`src/rtl/pc_pkg.sv`:
```
`default_nettype none
// +----------------------------------------------------------------------+
// | pc_pkg                                                               |
// | Shared command encoding and sizing helpers for the PC/stack unit.   |
// | Rev 1.0                                                              |
// +----------------------------------------------------------------------+
package pc_pkg;

  // Listed in descending priority after CMD_NONE.
  typedef enum logic [2:0] {
    CMD_NONE = 3'd0,
    CMD_RET  = 3'd1,
    CMD_CALL = 3'd2,
    CMD_LD   = 3'd3,
    CMD_BR   = 3'd4,
    CMD_INC  = 3'd5
  } cmd_e;

  function automatic int sp_width(input int depth);
    return $clog2(depth + 1);
  endfunction

endpackage
`default_nettype wire

```
`src/rtl/pc_stack_unit_if.sv`:
```
`default_nettype none
// +----------------------------------------------------------------------+
// | pc_stack_unit_if                                                     |
// | Control-unit to PC/stack unit command and status bundle.            |
// | Rev 1.0                                                              |
// +----------------------------------------------------------------------+
interface pc_stack_unit_if #(
  parameter int DATAWIDTH   = 8,
  parameter int STACK_DEPTH = 4
);
  localparam int SP_W = pc_pkg::sp_width(STACK_DEPTH);

  logic [DATAWIDTH-1:0] data_in;
  logic [DATAWIDTH-1:0] offset;
  logic                 ld_pc;
  logic                 br_pc;
  logic                 inc_pc;
  logic                 call;
  logic                 ret;
  logic                 err_clr;
  logic [DATAWIDTH-1:0] count;
  logic [SP_W-1:0]      sp;
  logic                 stack_empty;
  logic                 stack_full;
  logic                 ovf;
  logic                 unf;

  modport master (
    output data_in, offset, ld_pc, br_pc, inc_pc, call, ret, err_clr,
    input  count, sp, stack_empty, stack_full, ovf, unf
  );

  modport slave (
    input  data_in, offset, ld_pc, br_pc, inc_pc, call, ret, err_clr,
    output count, sp, stack_empty, stack_full, ovf, unf
  );

endinterface
`default_nettype wire

```
`src/rtl/pc_stack_unit_return_stack.sv`:
```
`default_nettype none
// +----------------------------------------------------------------------+
// | return_stack                                                         |
// | Parametrised LIFO of return addresses with guarded push/pop.        |
// | Rev 1.0                                                              |
// +----------------------------------------------------------------------+
module return_stack #(
  parameter int DATAWIDTH = 8,
  parameter int DEPTH     = 4,
  parameter int SP_W      = pc_pkg::sp_width(DEPTH)
) (
  input  wire logic                 clk,
  input  wire logic                 clr,
  input  wire logic                 push,
  input  wire logic                 pop,
  input  wire logic [DATAWIDTH-1:0] push_data,
  output logic [DATAWIDTH-1:0]      top,
  output logic [SP_W-1:0]           sp,
  output logic                      full,
  output logic                      empty
);

  localparam int IDX_W = (DEPTH > 1) ? $clog2(DEPTH) : 1;
  localparam logic [SP_W-1:0] c_depth = SP_W'(DEPTH);

  // Storage rounded up to a power of two so sp slices index it directly;
  // entries at or above DEPTH are never written.
  logic [DATAWIDTH-1:0] r_mem [0:(2**IDX_W)-1];
  logic [SP_W-1:0]      r_sp;
  logic [IDX_W-1:0]     w_wr_idx;
  logic [IDX_W-1:0]     w_rd_idx;
  logic                 w_do_push;
  logic                 w_do_pop;

  assign full      = (r_sp == c_depth);
  assign empty     = (r_sp == '0);
  assign w_do_pop  = pop && !empty;
  assign w_do_push = push && !pop && !full;
  assign w_wr_idx  = r_sp[IDX_W-1:0];
  assign w_rd_idx  = w_wr_idx - IDX_W'(1);
  assign top       = r_mem[w_rd_idx];
  assign sp        = r_sp;

  // Contents deliberately survive reset; only the pointer is cleared.
  always_ff @(posedge clk) begin
    if (w_do_push) begin
      r_mem[w_wr_idx] <= push_data;
    end
  end

  always_ff @(posedge clk or posedge clr) begin
    if (clr) begin
      r_sp <= '0;
    end else if (w_do_push) begin
      r_sp <= r_sp + SP_W'(1);
    end else if (w_do_pop) begin
      r_sp <= r_sp - SP_W'(1);
    end
  end

endmodule
`default_nettype wire

```
`src/rtl/pc_stack_unit.sv`:
```
`default_nettype none
// +----------------------------------------------------------------------+
// | pc_stack_unit                                                        |
// | Program counter with relative branch, call/return stack and flags.  |
// | Rev 1.0                                                              |
// +----------------------------------------------------------------------+
module pc_stack_unit
  import pc_pkg::*;
#(
  parameter int                   DATAWIDTH    = 8,
  parameter int                   STACK_DEPTH  = 4,
  parameter logic [DATAWIDTH-1:0] RESET_VECTOR = '0
) (
  input  wire logic     clk,
  input  wire logic     clr,
  pc_stack_unit_if.slave bus
);

  localparam int SP_W = sp_width(STACK_DEPTH);

  cmd_e                 w_cmd;
  logic [DATAWIDTH-1:0] r_count;
  logic [DATAWIDTH-1:0] w_count_nxt;
  logic [DATAWIDTH-1:0] w_inc;
  logic [DATAWIDTH-1:0] w_br;
  logic [DATAWIDTH-1:0] w_top;
  logic [SP_W-1:0]      w_sp;
  logic                 w_full;
  logic                 w_empty;
  logic                 w_push;
  logic                 w_pop;
  logic                 r_ovf;
  logic                 r_unf;
  logic                 w_ovf_set;
  logic                 w_unf_set;

  always_comb begin
    w_cmd = CMD_NONE;
    if (bus.ret)         w_cmd = CMD_RET;
    else if (bus.call)   w_cmd = CMD_CALL;
    else if (bus.ld_pc)  w_cmd = CMD_LD;
    else if (bus.br_pc)  w_cmd = CMD_BR;
    else if (bus.inc_pc) w_cmd = CMD_INC;
  end

  // Modular add covers signed offsets; truncation gives the wrap.
  assign w_inc     = r_count + DATAWIDTH'(1);
  assign w_br      = r_count + bus.offset;
  assign w_push    = (w_cmd == CMD_CALL);
  assign w_pop     = (w_cmd == CMD_RET);
  assign w_ovf_set = w_push && w_full;
  assign w_unf_set = w_pop && w_empty;

  always_comb begin
    w_count_nxt = r_count;
    case (w_cmd)
      CMD_RET:  if (!w_empty) w_count_nxt = w_top;
      CMD_CALL: if (!w_full)  w_count_nxt = bus.data_in;
      CMD_LD:   w_count_nxt = bus.data_in;
      CMD_BR:   w_count_nxt = w_br;
      CMD_INC:  w_count_nxt = w_inc;
      default:  w_count_nxt = r_count;
    endcase
  end

  return_stack #(
    .DATAWIDTH (DATAWIDTH),
    .DEPTH     (STACK_DEPTH),
    .SP_W      (SP_W)
  ) u_stack (
    .clk       (clk),
    .clr       (clr),
    .push      (w_push),
    .pop       (w_pop),
    .push_data (w_inc),
    .top       (w_top),
    .sp        (w_sp),
    .full      (w_full),
    .empty     (w_empty)
  );

  always_ff @(posedge clk or posedge clr) begin
    if (clr) begin
      r_count <= RESET_VECTOR;
      r_ovf   <= 1'b0;
      r_unf   <= 1'b0;
    end else begin
      r_count <= w_count_nxt;
      r_ovf   <= w_ovf_set | (r_ovf & ~bus.err_clr);
      r_unf   <= w_unf_set | (r_unf & ~bus.err_clr);
    end
  end

  assign bus.count       = r_count;
  assign bus.sp          = w_sp;
  assign bus.stack_empty = w_empty;
  assign bus.stack_full  = w_full;
  assign bus.ovf         = r_ovf;
  assign bus.unf         = r_unf;

endmodule
`default_nettype wire

```
`src/flat_wrapper.sv`:
```
// flat-port wrapper written by rule: the top's interface ports become plain ports
module pc_stack_unit_flat import pc_pkg::*;
#(
  parameter int                   DATAWIDTH    = 8,
  parameter int                   STACK_DEPTH  = 4,
  parameter logic [DATAWIDTH-1:0] RESET_VECTOR = '0
)
  (clk, clr, bus_data_in, bus_offset, bus_ld_pc, bus_br_pc, bus_inc_pc, bus_call, bus_ret, bus_err_clr, bus_count, bus_sp, bus_stack_empty, bus_stack_full, bus_ovf, bus_unf);
  pc_stack_unit_if #(.DATAWIDTH(DATAWIDTH), .STACK_DEPTH(STACK_DEPTH)) bus_i ();
  input  wire logic clk;
  input  wire logic clr;
  input wire logic [$bits(bus_i.data_in)-1:0] bus_data_in;
  input wire logic [$bits(bus_i.offset)-1:0] bus_offset;
  input wire logic [$bits(bus_i.ld_pc)-1:0] bus_ld_pc;
  input wire logic [$bits(bus_i.br_pc)-1:0] bus_br_pc;
  input wire logic [$bits(bus_i.inc_pc)-1:0] bus_inc_pc;
  input wire logic [$bits(bus_i.call)-1:0] bus_call;
  input wire logic [$bits(bus_i.ret)-1:0] bus_ret;
  input wire logic [$bits(bus_i.err_clr)-1:0] bus_err_clr;
  output wire logic [$bits(bus_i.count)-1:0] bus_count;
  output wire logic [$bits(bus_i.sp)-1:0] bus_sp;
  output wire logic [$bits(bus_i.stack_empty)-1:0] bus_stack_empty;
  output wire logic [$bits(bus_i.stack_full)-1:0] bus_stack_full;
  output wire logic [$bits(bus_i.ovf)-1:0] bus_ovf;
  output wire logic [$bits(bus_i.unf)-1:0] bus_unf;
  assign bus_i.data_in = bus_data_in;
  assign bus_i.offset = bus_offset;
  assign bus_i.ld_pc = bus_ld_pc;
  assign bus_i.br_pc = bus_br_pc;
  assign bus_i.inc_pc = bus_inc_pc;
  assign bus_i.call = bus_call;
  assign bus_i.ret = bus_ret;
  assign bus_i.err_clr = bus_err_clr;
  assign bus_count = bus_i.count;
  assign bus_sp = bus_i.sp;
  assign bus_stack_empty = bus_i.stack_empty;
  assign bus_stack_full = bus_i.stack_full;
  assign bus_ovf = bus_i.ovf;
  assign bus_unf = bus_i.unf;
  pc_stack_unit #(.DATAWIDTH(DATAWIDTH), .STACK_DEPTH(STACK_DEPTH), .RESET_VECTOR(RESET_VECTOR)) u_core (.clk(clk), .clr(clr), .bus(bus_i));
endmodule
```
`config.mk`:
```
export PLATFORM = sky130hd
export DESIGN_NAME = pc_stack_unit_flat
export DESIGN_NICKNAME = d
export VERILOG_FILES = /design/src/rtl/pc_pkg.sv /design/src/rtl/pc_stack_unit_if.sv /design/src/rtl/pc_stack_unit_return_stack.sv /design/src/rtl/pc_stack_unit.sv /design/src/flat_wrapper.sv
export SDC_FILE = /design/constraint.sdc
export NUM_CORES = 1
export LEC_CHECK = 0
export CAP_MARGIN = 20
export CORE_ASPECT_RATIO = 1.1
export CORE_MARGIN = 2
export CORE_UTILIZATION = 54
export DETAILED_ROUTE_END_ITERATION = 8
export PLACE_DENSITY_LB_ADDON = 0.05
export SKIP_CTS_REPAIR_TIMING = 1
export SYNTH_ARGS = -nofsm -noshare
export SYNTH_HDL_FRONTEND = slang
export SYNTH_HIERARCHICAL = 1
export SYNTH_SLANG_ARGS = --single-unit
```
`constraint.sdc`:
```
create_clock -name clk -period 2.6 [get_ports clk]
set_input_delay 0.52 -clock clk [delete_from_list [all_inputs] [get_ports clk]]
set_output_delay 0.52 -clock clk [all_outputs]
set_load 0.02 [all_outputs]
```
==> out/results.ini <==
[global_routing]
grt_max_degree=16
grt_pass1_vias=1798
antenna_found_initial=0
grt_pass1_wl_um=8850
grtUsageTotal_pct=22.3
gr-total-overflow=0

[synthesis]
syn_inst=205
syn_nets=243
ys_seq_elements=45
synth-main-ff-cell=edfxtp_1
synth_top_area_share_pct=37.9
syn_area_per_cell_sq_um=12.4
ys_types=48
synth_area_sq_um=2530
synth_top_area_cell=edfxtp_1
synth_edf_count=32
synth_area_leaders=edfxtp_1 (38%), dfrtp_1 (13%), mux4_2 (7.1%)
yosysSeqAreaShare_pct=50.8
ys.warnings.count=6
async_flop_share_pct=28.9

[pwr]
p_leak_uw=0.00119
ir_worst_vdd_v=0.000625
p_per_area_nw_per_um2=1080

[timing]
worst_slew_pin_slew_ps=466
fin_worst_skew_ps=3.80
setup_viol=0
max_freq_ghz=0.407
slew_headroom_pct=68.7
rsz0062_at_grt=false
period_needed_ps=2460
slew_viol_final=0
fin_crit_sh_pct=94.6
finalHoldViolCount=0

[critical_path]
cp-start-kind=flop
cp_max_fo=8
cpPeakStageDelay_ps=610
crit_chain=inv_1 -> ha_1 -> and2_4 -> clkdlybuf4s50_1
critPathKind=flop to output port
cp.required_ps=2080
crit_family=buffers and inverters
crit_path_end_kind=output port
path_buf_inv=2
slowest_stage=clkdlybuf4s50_1
cp_data_arrival_time_ps=1940

[route]
vias=1871
topRoutingLayerUsed=met4
drc=0
met3_length_um=243
drt-met1-wl_um=2530
vias_per_cell=6.04
routed_wl_um=5690
drt_pre_antenna_iters=4
met2_length_um=2800
avgRoutedWirePerCell_um=18.4
drtAntennaViolNets=0
drtIter0Drc=152

[floorplanning]
rows=26
ios=39
start_util_pct=55.2
fp.coreArea_sq_um=4590
dieArea_sq_um=5260
fp.dieW_um=69.3
die_height_um=75.8

[clock_tree]
clk_path_buf_depth=2
clk-insertion-delay-late_ps=290
cts_buffers=5
cts_sinks=45
cts_tree=done
cts_max_level=2
cts-root-buf=clkbuf_8
clk_pin_slew_ps=80

[cells_and_area]
fin_nets=291
drive_above_1_share_pct=12.6
final_common_cell=clkdlybuf4s50_1
area_growth_pct=23.6
final_cell_mix=clkdlybuf4s50_1 (37), edfxtp_1 (32), ha_1 (13), dfrtp_1 (13)
design_area_sq_um=3130
num_antenna_cells=0
final_util_pct=68.2

[placed_design]
place_area_sq_um=3020
dp_hpwl_um=4260
gp_congestion=0.849
portBuffers=38

[job]
cap_viol_max_count=0

[outcome]
status=completed

[hold_path]
hp-class=primary input to asynchronous set/reset pin

[synth_stat cells, types with 3 or more instances]
| master | count |
|---|---|
| edfxtp_1 | 32 |
| dfrtp_1 | 13 |
| ha_1 | 13 |
| inv_1 | 12 |
| nor2_1 | 12 |
| nand2_1 | 9 |
| mux4_2 | 8 |
| xnor2_1 | 8 |
| a21oi_1 | 7 |
| a211oi_1 | 5 |
| a31oi_1 | 5 |
| and2_1 | 5 |
| nand3_1 | 5 |
| nor2b_1 | 5 |
| o21ai_1 | 5 |
| a21o_1 | 4 |
| o21ai_0 | 4 |
| o22ai_1 | 4 |
| a221oi_1 | 3 |
| clkbuf_1 | 3 |
| nand2b_1 | 3 |
| xor2_1 | 3 |
[flip-flops by register name, indices dropped and copies added (netlist names)]
register and flops:
u_core/bus.unf 1, u_core/bus.count 8, u_core/bus.ovf 1, u_core/u_stack/r_mem 32, u_core/u_stack/sp 3
[power breakdown]
part	switching, uW	internal [uW]	total, uW
combinational	894	793	1690
clock	221	288	509
sequential	183	1010	1200
total	1300	2100	3390
[cell families after synthesis]
group	count (synthesis)	synth area share, %
AO/OA/AOI/OAI	54	15.4
XOR/XNOR	11	3.80
adder cells (fa/ha/maj)	14	7.21
buffers and inverters	18	3.16
flip-flops	45	50.8
multiplexers	11	8.49
AND/OR/NAND/NOR	52	11.2
[routing by layer]
| metal | track usage, % | vias to the layer above |
|---|---|---|
| met5 | 0 | - |
| met4 | 8.93 | 0 |
| met3 | 4.37 | 10 |
| met2 | 37.8 | 55 |
| met1 | 28.9 | 928 |
| li1 | - | 878 |
[worst paths after layout]
kind,slack (ps),endpoint,depth (start not counted),start
setup / recovery,140,bus_stack_full,4,u_core/u_stack/sp[1]$_DFFE_PP0P_
hold reg to reg,530,u_core/bus.ovf$_DFF_PP0_,2,u_core/bus.ovf$_DFF_PP0_
hold / removal,440,u_core/u_stack/sp[2]$_DFFE_PP0P_,2,clr
setup reg to reg,450,u_core/u_stack/sp[2]$_DFFE_PP0P_,9,u_core/u_stack/sp[1]$_DFFE_PP0P_
max in group asynchronous,1750,u_core/bus.count[6]$_DFFE_PP0P_,2,clr
min in group clk,530,u_core/bus.ovf$_DFF_PP0_,2,u_core/bus.ovf$_DFF_PP0_
[cell type report]
cell class | count | area [sq um]
fill | 355 | 1460
sequential | 45 | 1290
multi-input combinational | 142 | 1170
timing repair buffer | 47 | 450
clock buffer | 6 | 72.6
tap | 56 | 70.1
inverter | 12 | 45.0
clock inverter | 2 | 38.8
[per-stage QoR]
stage	instances	setup TNS [ps]	setup slack (ps)	hold slack (ps)	power [uW]
CTS	310	0	48.7	428	3400
global placement	302	0	155	509	2800
floorplan	205	0	319	274	2320
global route	310	0	35.9	452	3600
detailed placement	302	-11.8	-11.8	518	2880
finish	310	0	141	436	3390
Note: power is estimated with default switching activity, not from simulation.
